**config.mk**
```make
export PLATFORM = sky130hd
export DESIGN_NAME = seven_seg_scan_ctrl
export DESIGN_NICKNAME = d
export VERILOG_FILES = /design/src/rtl/seven_seg_scan_ctrl.sv
export SDC_FILE = /design/constraint.sdc
export NUM_CORES = 1
export LEC_CHECK = 0
export CAP_MARGIN = 20
export CORE_MARGIN = 2
export CORE_UTILIZATION = 25
export CTS_BUF_LIST = sky130_fd_sc_hd__clkbuf_8
export DETAILED_ROUTE_END_ITERATION = 16
export PLACE_DENSITY_LB_ADDON = 0.08
export SLEW_MARGIN = 20
export SYNTH_ARGS = -nofsm -noshare
export SYNTH_HDL_FRONTEND = slang
export SYNTH_SLANG_ARGS = --single-unit
```
**constraint.sdc**
```tcl
create_clock -name clk -period 2.4 [get_ports clk]
set_input_delay 0.36 -clock clk [delete_from_list [all_inputs] [get_ports clk]]
set_output_delay 0.36 -clock clk [all_outputs]
set_load 0.1 [all_outputs]
```
**src/rtl/seven_seg_scan_ctrl.sv**
```systemverilog
// Time-multiplexed scan controller for a common-cathode multi-digit 7-segment display.
// Build macro LEADING_ZERO_BLANK_EN: when defined, leading zero digits are kept dark (digit 0 always lit).

module seven_seg_scan_ctrl #(
   parameter int NUM_DIGITS   = 4,
   parameter int REFRESH_DIV  = 50000,
   parameter int BLANK_CYCLES = 500
) (
   input  logic                    clk,
   input  logic                    rst,
   input  logic [4*NUM_DIGITS-1:0] value_in,
   input  logic                    load_req,
   output logic                    load_ready,
   output logic [3:0]              bin_out,
   output logic [NUM_DIGITS-1:0]   digit_sel,
   output logic                    blank,
   output logic                    frame_done
);

   localparam int CNT_MAX0 = (REFRESH_DIV > BLANK_CYCLES) ? REFRESH_DIV : BLANK_CYCLES;
   localparam int CNT_MAX  = (CNT_MAX0 > 2) ? CNT_MAX0 : 2;
   localparam int CW       = $clog2(CNT_MAX);
   localparam int IW       = $clog2(NUM_DIGITS);
   localparam int VW       = 4 * NUM_DIGITS;

   localparam logic [CW-1:0] SHOW_LAST  = CW'(REFRESH_DIV - 1);
   localparam logic [CW-1:0] BLANK_LAST = (BLANK_CYCLES > 0) ? CW'(BLANK_CYCLES - 1) : '0;
   localparam logic [IW-1:0] IDX_LAST   = IW'(NUM_DIGITS - 1);

   typedef enum logic [1:0] {
      S_INIT  = 2'd0,
      S_SHOW  = 2'd1,
      S_BLANK = 2'd2
   } state_t;

   state_t          state_q, state_d;
   logic [IW-1:0]   idx_q, idx_d;
   logic [CW-1:0]   cnt_q, cnt_d;
   logic [VW-1:0]   shadow_q, shadow_d;
   logic [VW-1:0]   pend_q, pend_d;
   logic            pend_valid_q, pend_valid_d;

   logic            advance;
   logic            boundary;
   logic [NUM_DIGITS-1:0] lit_mask;

   // Handshake: load_ready is high whenever no value is pending; an edge with
   // load_req=1 and load_ready=1 captures value_in, otherwise load_req is ignored.
   always_comb begin
      state_d      = state_q;
      idx_d        = idx_q;
      cnt_d        = cnt_q;
      shadow_d     = shadow_q;
      pend_d       = pend_q;
      pend_valid_d = pend_valid_q;
      advance      = 1'b0;
      boundary     = 1'b0;

      case (state_q)
         S_INIT: begin
            state_d  = S_SHOW;
            idx_d    = '0;
            cnt_d    = '0;
            boundary = 1'b1;
         end
         S_SHOW: begin
            if (cnt_q == SHOW_LAST) begin
               cnt_d = '0;
               if (BLANK_CYCLES == 0) begin
                  advance = 1'b1;
               end else begin
                  state_d = S_BLANK;
               end
            end else begin
               cnt_d = cnt_q + 1'b1;
            end
         end
         S_BLANK: begin
            if (cnt_q == BLANK_LAST) begin
               cnt_d   = '0;
               state_d = S_SHOW;
               advance = 1'b1;
            end else begin
               cnt_d = cnt_q + 1'b1;
            end
         end
         default: state_d = S_INIT;
      endcase

      // Wrapping back to digit 0 is the frame boundary.
      if (advance) begin
         if (idx_q == IDX_LAST) begin
            idx_d    = '0;
            boundary = 1'b1;
         end else begin
            idx_d = idx_q + 1'b1;
         end
      end

      if (boundary && pend_valid_q) begin
         shadow_d     = pend_q;
         pend_valid_d = 1'b0;
      end

      if (load_req && !pend_valid_q) begin
         pend_d       = value_in;
         pend_valid_d = 1'b1;
      end
   end

   always_ff @(posedge clk or posedge rst) begin
      if (rst) begin
         state_q      <= S_INIT;
         idx_q        <= '0;
         cnt_q        <= '0;
         shadow_q     <= '0;
         pend_q       <= '0;
         pend_valid_q <= 1'b0;
      end else begin
         state_q      <= state_d;
         idx_q        <= idx_d;
         cnt_q        <= cnt_d;
         shadow_q     <= shadow_d;
         pend_q       <= pend_d;
         pend_valid_q <= pend_valid_d;
      end
   end

`ifdef LEADING_ZERO_BLANK_EN
   logic nz_above;

   // A digit stays lit if it or any more-significant nibble is non-zero.
   always_comb begin
      nz_above = 1'b0;
      lit_mask = '0;
      for (int i = NUM_DIGITS - 1; i >= 0; i--) begin
         nz_above    = nz_above | (|shadow_q[4*i +: 4]);
         lit_mask[i] = nz_above | (i == 0);
      end
   end
`else
   assign lit_mask = '1;
`endif

   always_comb begin
      digit_sel = '0;
      bin_out   = 4'h0;
      if (state_q == S_SHOW) begin
         bin_out = shadow_q[4*idx_q +: 4];
         if (lit_mask[idx_q]) begin
            digit_sel = NUM_DIGITS'(1) << idx_q;
         end
      end
   end

   assign blank      = ~|digit_sel;
   assign frame_done = (state_q == S_SHOW) && (idx_q == '0) && (cnt_q == '0);
   assign load_ready = ~pend_valid_q;

endmodule

```
==> results.md, run 1 <==
Logic synthesis:
- The synthesized design contains 0 enable-type register cells.
- The synthesized area divided by synthesized cell count is 11.9 um^2.
- Counting every net in the synthesized netlist gives 259.
- Synthesis instantiated 45 different standard cells from the library.
- The share of the Yosys chip area taken by registers is 0.484.
- In the synthesized netlist the dominant register cell turns out to be sky130_fd_sc_hd__dfrtp_1.
- The total of warnings raised by yosys is 0.
- By count the netlist is led by sky130_fd_sc_hd__dfrtp_1, sky130_fd_sc_hd__mux2_2, sky130_fd_sc_hd__nand2_1.
- Of all cell types, the one taking the most synthesized area is sky130_fd_sc_hd__dfrtp_1.
- Yosys attributes the largest share of cell area to sky130_fd_sc_hd__dfrtp_1, sky130_fd_sc_hd__mux2_2, sky130_fd_sc_hd__mux2_4.
- In the post-synthesis netlist, the cell with the most instances is sky130_fd_sc_hd__dfrtp_1.
- The total of flip-flops plus latches after synthesis is 53.
- Counting every instance in the synthesized netlist gives 230.
- The fraction of synthesized cell area taken by the top area cell type is 0.484.
- The netlist area before placement is 0.00274 mm^2.
- In the synthesized netlist the async set-or-reset flop fraction comes to 1.00.

Setup path:
- The reg-to-reg endpoint is shadow_q[1].
- The critical path capture point is frame_done.
- The category of the worst setup path launch point is a register.
- The cell with the largest stage delay on the worst path is sky130_fd_sc_hd__or4_4.
- The critical path starts at cnt_q[15].
- STA puts the critical path data required time at 2040 ps.
- The source of the worst register-to-register timing path is cnt_q[15].
- Data on the critical path arrives at its endpoint at 1980 ps.
- Of all nets on the critical path, the largest fanout is 4.
- The worst setup slack for register-to-register paths is 180 ps.
- For this run, the slowest stage of the critical path takes 560 ps.
- The critical path class is reg -> out.
- The worst reg2reg path depth is 6.
- The worst setup path is captured at a primary output.
- Walking the worst path, the cells encountered are or4_4 -> nor4_4 -> nand4_1 -> nor2_4 -> buf_12.

Drt:
- Dividing the detail-routed wire length by the instance count gives 15.0 um.
- In this run the remaining antenna-violating nets after routing total 0.
- The detailed router finished its first iteration with 32 violations.
- In the detailed route, the total length drawn on met3 is 168 um.
- For this block, the via count after detailed routing is 1861.
- In the routed layout, each cell is associated on average with a via count of 4.54.
- The met1 wire length is 2750 um.
- After detailed routing, the number of remaining DRC violations is 0.
- The detailed router used layers up to and including met4.
- The number of optimization iterations in the first detailed-route pass is 6.
- In the detailed route, the total length drawn on met2 is 3190 um.
- Summed over all layers, the routed wires come to 6150 um.

Place:
- Once detailed placement completed, the half-perimeter wirelength came to 4340 um.
- Port buffering added 29 buffers.
- Routability-driven placement finished with a final weighted congestion of 0.764.
- The placed instance area is 0.00339 mm^2.
- The setup slack after placement is 229 ps.

GRT:
- The first global-routing pass estimated 10600 um of wire.
- The largest net degree at the start of global routing is 38.
- For this run, the total global-route usage over all layers was measured as 0.117.
- The number of antenna violations at the first check in global routing came to 0.
- The sum of overflow across all layers after global routing is 0.
- The via count of the first global-routing pass came to 2016.

Pwr:
- Power spread over the standard cell area amounts to 525 mW/mm^2.
- For this design the static power due to leakage is 1.50 nW.
- The peak ir drop on the vdd network is 276 uV.

Clocking:
- The TritonCTS buffer count is 5.
- The H-tree generated during clock tree synthesis spans 2 levels.
- The clock slew seen by the registers of the worst setup and hold paths is 100 ps.
- The count of clock tree sinks is 53.
- The root buffer cell chosen for the clock tree is sky130_fd_sc_hd__clkbuf_8.
- The later pin in the worst-skew pair is clocked with a latency of 300 ps.
- The clock tree from TritonCTS is yes.
- Counting along the longest clock path gives a buffer depth of 2.
- The number of hold buffers added after CTS was 0.

Hold path:
- The class of the worst hold path is in -> async.

Timing:
- The worst-case headroom to the max-slew limit is 0.704.
- The setup TNS after final layout is 0 ps.
- The worst path in the final design needs a cycle of 2340 ps, including I/O delays and setup.
- The post-route worst setup slack is 60.9 ps.
- Setup repair after global routing could not meet its margin everywhere.
- The worst setup skew after layout is 7.43 ps.
- Of the available clock period, the critical path in the final layout requires 0.975.
- Setup violations remaining at the end of the flow were counted as 0.
- The maximum clock frequency is 428 MHz.
- The number of hold violations in the final report came to 0.
- The final max-slew violation count was 0.
- The transition time at the pin with the least slew margin is 440 ps.

Final layout:
- In the final layout, the share of cells above drive strength 1 is 0.322.
- The growth of design area from synthesis to finish is 27.2%.
- The finished cells cover 0.00349 mm^2.
- For this run, the post-layout net count is 299.
- The count of antenna diodes in the layout is 0.

Floorplanning:
- The width of the die is 109 um.
- The initial utilization of the core area, before any placement, comes to 0.255.
- The area of the die is 0.0118 mm^2.
- Pin placement for this block handled 30 I/O pins.
- The count of standard-cell rows is 38.
- The core footprint is 0.0107 mm^2.
- The die height is 109 um.

Status:
- The run finished with clean final reports.

Flow run:
- The reported max-cap violation count is 0.
## logic make-up after synthesis
family,synth area share
xor+xnor,0.0224
flops,0.484
simple gates,0.170
fa+ha+maj,0.0456
mux,0.189
compound gates,0.0584
buf+inv,0.0306
## how the worst min path moves through the flow
stage,start,end,slack (ps),depth (start not counted)
final,rst,cnt_q[9],360,2
after global routing,rst,cnt_q[13],380,2
after CTS,rst,cnt_q[13],370,2
after detailed placement,shadow_q[5],shadow_q[5],490,1
after global placement,pend_q[1],shadow_q[1],490,1
after floorplan,shadow_q[4],shadow_q[4],470,1
## flip-flops by register name (all words and copies together), names as in the netlist
| name | count |
|---|---|
| cnt_q | 16 |
| pend_q | 16 |
| shadow_q | 16 |
| idx_q | 2 |
| state_q | 2 |
| pend_valid_q | 1 |
## layout make-up
type	count	area [um^2]
multi-input cells	159	1370
inverters	10	37.5
well taps	140	175
flip-flops and latches	53	1330
fillers	1123	7260
clock buffers	5	68.8
clock inverters	2	16.3
repair buffers	41	490
## layer usage
metal,track usage,vias to the layer above
met4,0.0247,0
met3,0.0233,2
met2,0.209,22
met1,0.146,935
met5,0,-
li1,-,902
## cells in the final DEF (no fill, tap or decap), types with 4 or more instances in the layout
master,n
sky130_fd_sc_hd__dfrtp_1,52
sky130_fd_sc_hd__mux2_2,23
sky130_fd_sc_hd__clkdlybuf4s50_1,18
sky130_fd_sc_hd__nand2_1,16
sky130_fd_sc_hd__nor2_1,13
sky130_fd_sc_hd__buf_4,12
sky130_fd_sc_hd__buf_12,11
sky130_fd_sc_hd__mux2_4,10
sky130_fd_sc_hd__inv_1,9
sky130_fd_sc_hd__ha_1,9
sky130_fd_sc_hd__o21ai_0,7
sky130_fd_sc_hd__nand4_1,5
sky130_fd_sc_hd__and2_1,5
sky130_fd_sc_hd__nand3_1,5
sky130_fd_sc_hd__clkbuf_8,5
sky130_fd_sc_hd__and3_1,4
sky130_fd_sc_hd__o211ai_1,4
sky130_fd_sc_hd__xor2_1,4
sky130_fd_sc_hd__mux4_2,4
sky130_fd_sc_hd__and2_4,4
## per-stage QoR
step / utilization / power (mW) / cells / hold WS [ps]
2_1_floorplan: - / 1.25 / 230 / 474
3_3_place_gp: 0.315 / 1.35 / 402 / 490
3_5_place_dp: 0.315 / 1.35 / 402 / 494
4_1_cts: 0.324 / 1.87 / 410 / 369
5_1_grt: 0.324 / 1.94 / 410 / 385
6_report: 0.324 / 1.83 / 410 / 363
## power by group
| group | internal, mW | switching [mW] |
|---|---|---|
| combinational | 0.148 | 0.0965 |
| sequential | 1.01 | 0.0648 |
| clock | 0.202 | 0.305 |
| total | 1.36 | 0.466 |
## critical path: cells and delay by family, from the launching register on
family	cells	cell delay, ps
and+or+nand+nor	4	1070
DFF	1	420
buffers and inverters	1	180
## timing repair
action / in CTS / in global routing
setup endpoints to repair: 1 / 3
setup buffers: 1 / 0
resized for setup: 0 / 2
pin swaps: 2 / 3
(Power assumes the default switching activity.)
==> run 2, diff against run 1 <==
--- a/config.mk
+++ b/config.mk
@@ -5,12 +5,13 @@
 export SDC_FILE = /design/constraint.sdc
 export NUM_CORES = 1
 export LEC_CHECK = 0
+export ABC_AREA = 1
 export CAP_MARGIN = 20
 export CORE_MARGIN = 2
 export CORE_UTILIZATION = 25
 export CTS_BUF_LIST = sky130_fd_sc_hd__clkbuf_8
 export DETAILED_ROUTE_END_ITERATION = 16
-export PLACE_DENSITY_LB_ADDON = 0.08
+export PLACE_DENSITY = 0.38
 export SLEW_MARGIN = 20
 export SYNTH_ARGS = -nofsm -noshare
 export SYNTH_HDL_FRONTEND = slang
==> run 2 against run 1 <==
  * Area after synthesis is 1.4% higher
  * Flip-flop and latch count stayed put
  * Clock power is 4.1% higher
  * Clock skew is 9.8 ps higher
  * Worst setup slack better by 65 ps
  * Core utilization is 0.13 points lower
  * Design area is 0.47% higher
  * Largest cell class unchanged
==> results.md, run 2 <==
Status:
- The run finished with clean final reports.

Clocking:
- The count of clock tree sinks is 53 (unchanged).
- The maximum root-to-sink buffer count was 2 (unchanged).
- The clock tree from TritonCTS is yes.
- The clock insertion delay at the later pin of the skew report is 310 ps (about the same).
- The hold buffer count at CTS is 0 (unchanged).
- The clock root buffer is sky130_fd_sc_hd__clkbuf_8.
- The TritonCTS buffer count is 5 (unchanged).
- The CTS H-tree depth is 2 (unchanged).
- The clock slew seen by the registers of the worst setup and hold paths is 100 ps (about the same).

Setup path:
- The signal arrival time at the worst endpoint is 1910 ps (-70 ps).
- The category of the worst setup path launch point is a register.
- The critical path required time was 2040 ps (about the same).
- The worst setup path startpoint is state_q[1].
- The critical path class is reg -> out.
- STA classifies the critical path endpoint as a primary output.
- The largest fanout on the critical path was 6 (+2).
- The startpoint identified for the worst register-to-register timing path is cnt_q[11].

Logic synthesis:
- For this run, the leading register cell type out of synthesis is sky130_fd_sc_hd__dfrtp_1.
- The number of instances in the synthesized netlist is 335 (+46%).
- The sequential-to-total area share from yosys stat came to 0.477 (-0.00675).
- The post-synth net total is 364 (+41%).
- The share of async-settable or async-resettable flops after synthesis came to 1.00 (unchanged).
- The synthesized area divided by synthesized cell count is 8.30 um^2 (-30%).
- The largest total area in the synthesized netlist belongs to sky130_fd_sc_hd__dfrtp_1.
- The count of different cell masters after synthesis is 25 (-44%).
- In the post-synthesis netlist, the biggest area contributors are sky130_fd_sc_hd__dfrtp_1, sky130_fd_sc_hd__nand2_1, sky130_fd_sc_hd__mux2_2.
- Sorting the synthesized cells by how often they occur yields sky130_fd_sc_hd__nand2_1, sky130_fd_sc_hd__dfrtp_1, sky130_fd_sc_hd__nor2_1.
- The total of warnings raised by yosys is 0 (unchanged).
- The netlist area before placement was 0.00278 mm^2 (+1.4%).
- The total of flip-flops plus latches after synthesis is 53 (unchanged).
- The count of flip-flops with a built-in enable after synthesis is 0 (unchanged).
- The most common cell in the netlist is sky130_fd_sc_hd__nand2_1.
- The fraction of synthesized cell area taken by the top area cell type was 0.477 (-0.00675).

Final layout:
- The post-route cell area is 0.00350 mm^2 (+0.47%).
- The count of nets after finishing is 397 (+33%).
- The end-of-flow core utilization is 0.323 (-0.00135).
- Leaving out fill and tap cells, the most frequent cells in the layout are sky130_fd_sc_hd__nand2_1, sky130_fd_sc_hd__dfrtp_1, sky130_fd_sc_hd__nor2_1.
- The count of antenna diodes in the layout was 0 (unchanged).
- The largest registers in the layout are cnt_q: 16 flops, pend_q: 16 flops, shadow_q: 16 flops.
- Leaving out fill and tap cells, the most frequent cell in the layout is sky130_fd_sc_hd__nand2_1.
- The growth of design area from synthesis to finish is 26.0%.
- The proportion of layout cells with a drive suffix above 1 was 0.179 (-0.143).

Timing:
- The final setup violation count is 0 (unchanged).
- The post-route worst setup slack came to 126 ps (+65.1 ps).
- The worst setup skew after layout is 17.2 ps (+9.75 ps).
- The worst-case headroom to the max-slew limit is 0.656 (-0.0477).
- The final max-slew violation count was 0 (unchanged).
- The setup TNS after final layout is 0 ps (unchanged).
- The number of hold violations in the final report is 0 (unchanged).
- The transition time at the pin with the least slew margin came to 514 ps (+74.3 ps).
- Setup repair after global routing left no endpoint under its margin.
- The post-route minimum period is 2270 ps (-65.1 ps).
- The maximum clock frequency came to 440 MHz (+2.9%).
- The final critical-path share of the clock period is 0.947 (-0.0271).

GRT:
- The number of antenna violations at the first check in global routing is 0 (unchanged).
- The sum of overflow across all layers after global routing is 0 (unchanged).
- The via count of the first global-routing pass is 2298 (+14%).
- The aggregate global-route resource usage is 0.119 (+0.00234).
- The largest net degree at the start of global routing is 25 (-34%).
- The first-pass GRT wire length was 11200 um (+5.3%).

Place:
- The number of buffers inserted by port buffering is 29 (unchanged).
- The placed instance area came to 0.00340 mm^2 (+0.41%).
- The placed wire-length estimate after detailed placement is 4910 um (+13%).
- The placer's final routability congestion estimate was 0.818 (+7.1%).
- The setup slack after placement is 316 ps (+86.6 ps).

Floorplanning:
- The effective utilization at floorplan was 0.256 (+0.00134).
- The count of standard-cell rows is 38 (unchanged).
- The I/O pin total is 30 (unchanged).
- The core footprint is 0.0108 mm^2 (+0.89%).
- The area of the die was 0.0120 mm^2 (+1.4%).
- The die height is 109 um (+0.68%).
- The width of the die is 109 um (+0.68%).

Flow run:
- The reported max-cap violation count is 0 (unchanged).

Pwr:
- The peak ir drop on the vdd network was 247 uV (-11%).
- The leakage dissipation is 1.68 nW (+12%).
- The power density of the placed cells is 442 mW/mm^2 (-16%).

Drt:
- The number of optimization iterations in the first detailed-route pass was 4 (-2).
- The detailed-route vias per instance is 4.35 (-4.2%).
- The number of antenna-violating nets in the routed design came to 0 (unchanged).
- The total routed wirelength was 6480 um (+5.4%).
- The detail-routed net length per standard cell is 12.7 um (-15%).
- The DRC violations left was 0 (unchanged).
- The DRC marker count from the first detailed-route iteration is 60 (+88%).
- The total number of vias is 2214 (+19%).

Hold path:
- The worst hold path belongs to the class in -> async.
[run 2: cell count changes in the layout (fill, tap and decap cells not counted), moves of 7 or more]
cell | previous run | this run
sky130_fd_sc_hd__mux2_4 | 10 | 0
sky130_fd_sc_hd__o21ai_0 | 7 | 15
sky130_fd_sc_hd__mux2_2 | 23 | 16
sky130_fd_sc_hd__inv_1 | 9 | 27
sky130_fd_sc_hd__nor2_1 | 13 | 43
sky130_fd_sc_hd__nand3_1 | 5 | 29
sky130_fd_sc_hd__nand2_1 | 16 | 83
sky130_fd_sc_hd__a21oi_1 | 3 | 15
[run 2: path summary, 6_finish.rpt]
check                         endpoint  slack (ps)  depth (start not counted)
min in group clk           shadow_q[6]         480                          2
setup reg to reg              cnt_q[6]         450                          8
max in group asynchronous   pend_q[13]        1320                          3
hold / removal               cnt_q[12]         400                          2
setup / recovery            frame_done         130                          7
hold reg to reg            shadow_q[6]         480                          2
[run 2: per-stage QoR]
step                      instances  hold WS, ps  total power, mW
after floorplan                 335          437            0.996
after CTS                       509          417             1.59
after global routing            509          448             1.64
final                           509          396             1.55
after detailed placement        501          464             1.04
after global placement          501          460             1.04
[run 2: final cells by class]
| class | count | area, um^2 |
|---|---|---|
| sequential | 53 | 1330 |
| clock inverter | 2 | 13.8 |
| clock buffer | 6 | 82.6 |
| tap | 140 | 175 |
| multi-input combinational | 239 | 1340 |
| inverter | 33 | 128 |
| timing repair buffer | 36 | 440 |
| fill | 1149 | 7340 |
[run 2: logic make-up after synthesis]
family,count (synthesis),share of synthesized area
multiplexers,16,0.0648
XOR/XNOR,9,0.0284
AO/OA/AOI/OAI,37,0.0702
flip-flops,53,0.477
AND/OR/NAND/NOR,167,0.248
buffers and inverters,43,0.0670
adder cells (fa/ha/maj),10,0.0450
[run 2: timing repair]
action / CTS / global route
buffers inserted: 0 / 0
pin swaps: 0 / 0
endpoints found under the setup margin: 1 / 1
gates resized for setup: 1 / 2
[run 2: report_power, final]
part           internal [mW]  leakage, nW  switching (mW)
clock                  0.235       0.0512           0.294
sequential             0.925        0.697          0.0165
combinational         0.0509        0.933          0.0281
[run 2: critical path: stages (launching register included)]
cell,delay (ps)
sky130_fd_sc_hd__dfrtp_1,420
sky130_fd_sc_hd__inv_1,90
sky130_fd_sc_hd__ha_2,230
sky130_fd_sc_hd__nand2_2,80
sky130_fd_sc_hd__clkinvlp_4,120
sky130_fd_sc_hd__nand3_2,100
sky130_fd_sc_hd__nor4_4,340
sky130_fd_sc_hd__buf_12,210
[run 2: per-layer routing]
metal | vias up | global-route usage | share of wire | wire, um
met5 | - | 0 | 0 | 0
met1 | 1055 | 0.154 | 0.48 | 3110
met2 | 22 | 0.205 | 0.49 | 3150
li1 | 1131 | - | - | -
met4 | 0 | 0.0307 | 0.011 | 72
met3 | 6 | 0.0213 | 0.023 | 146
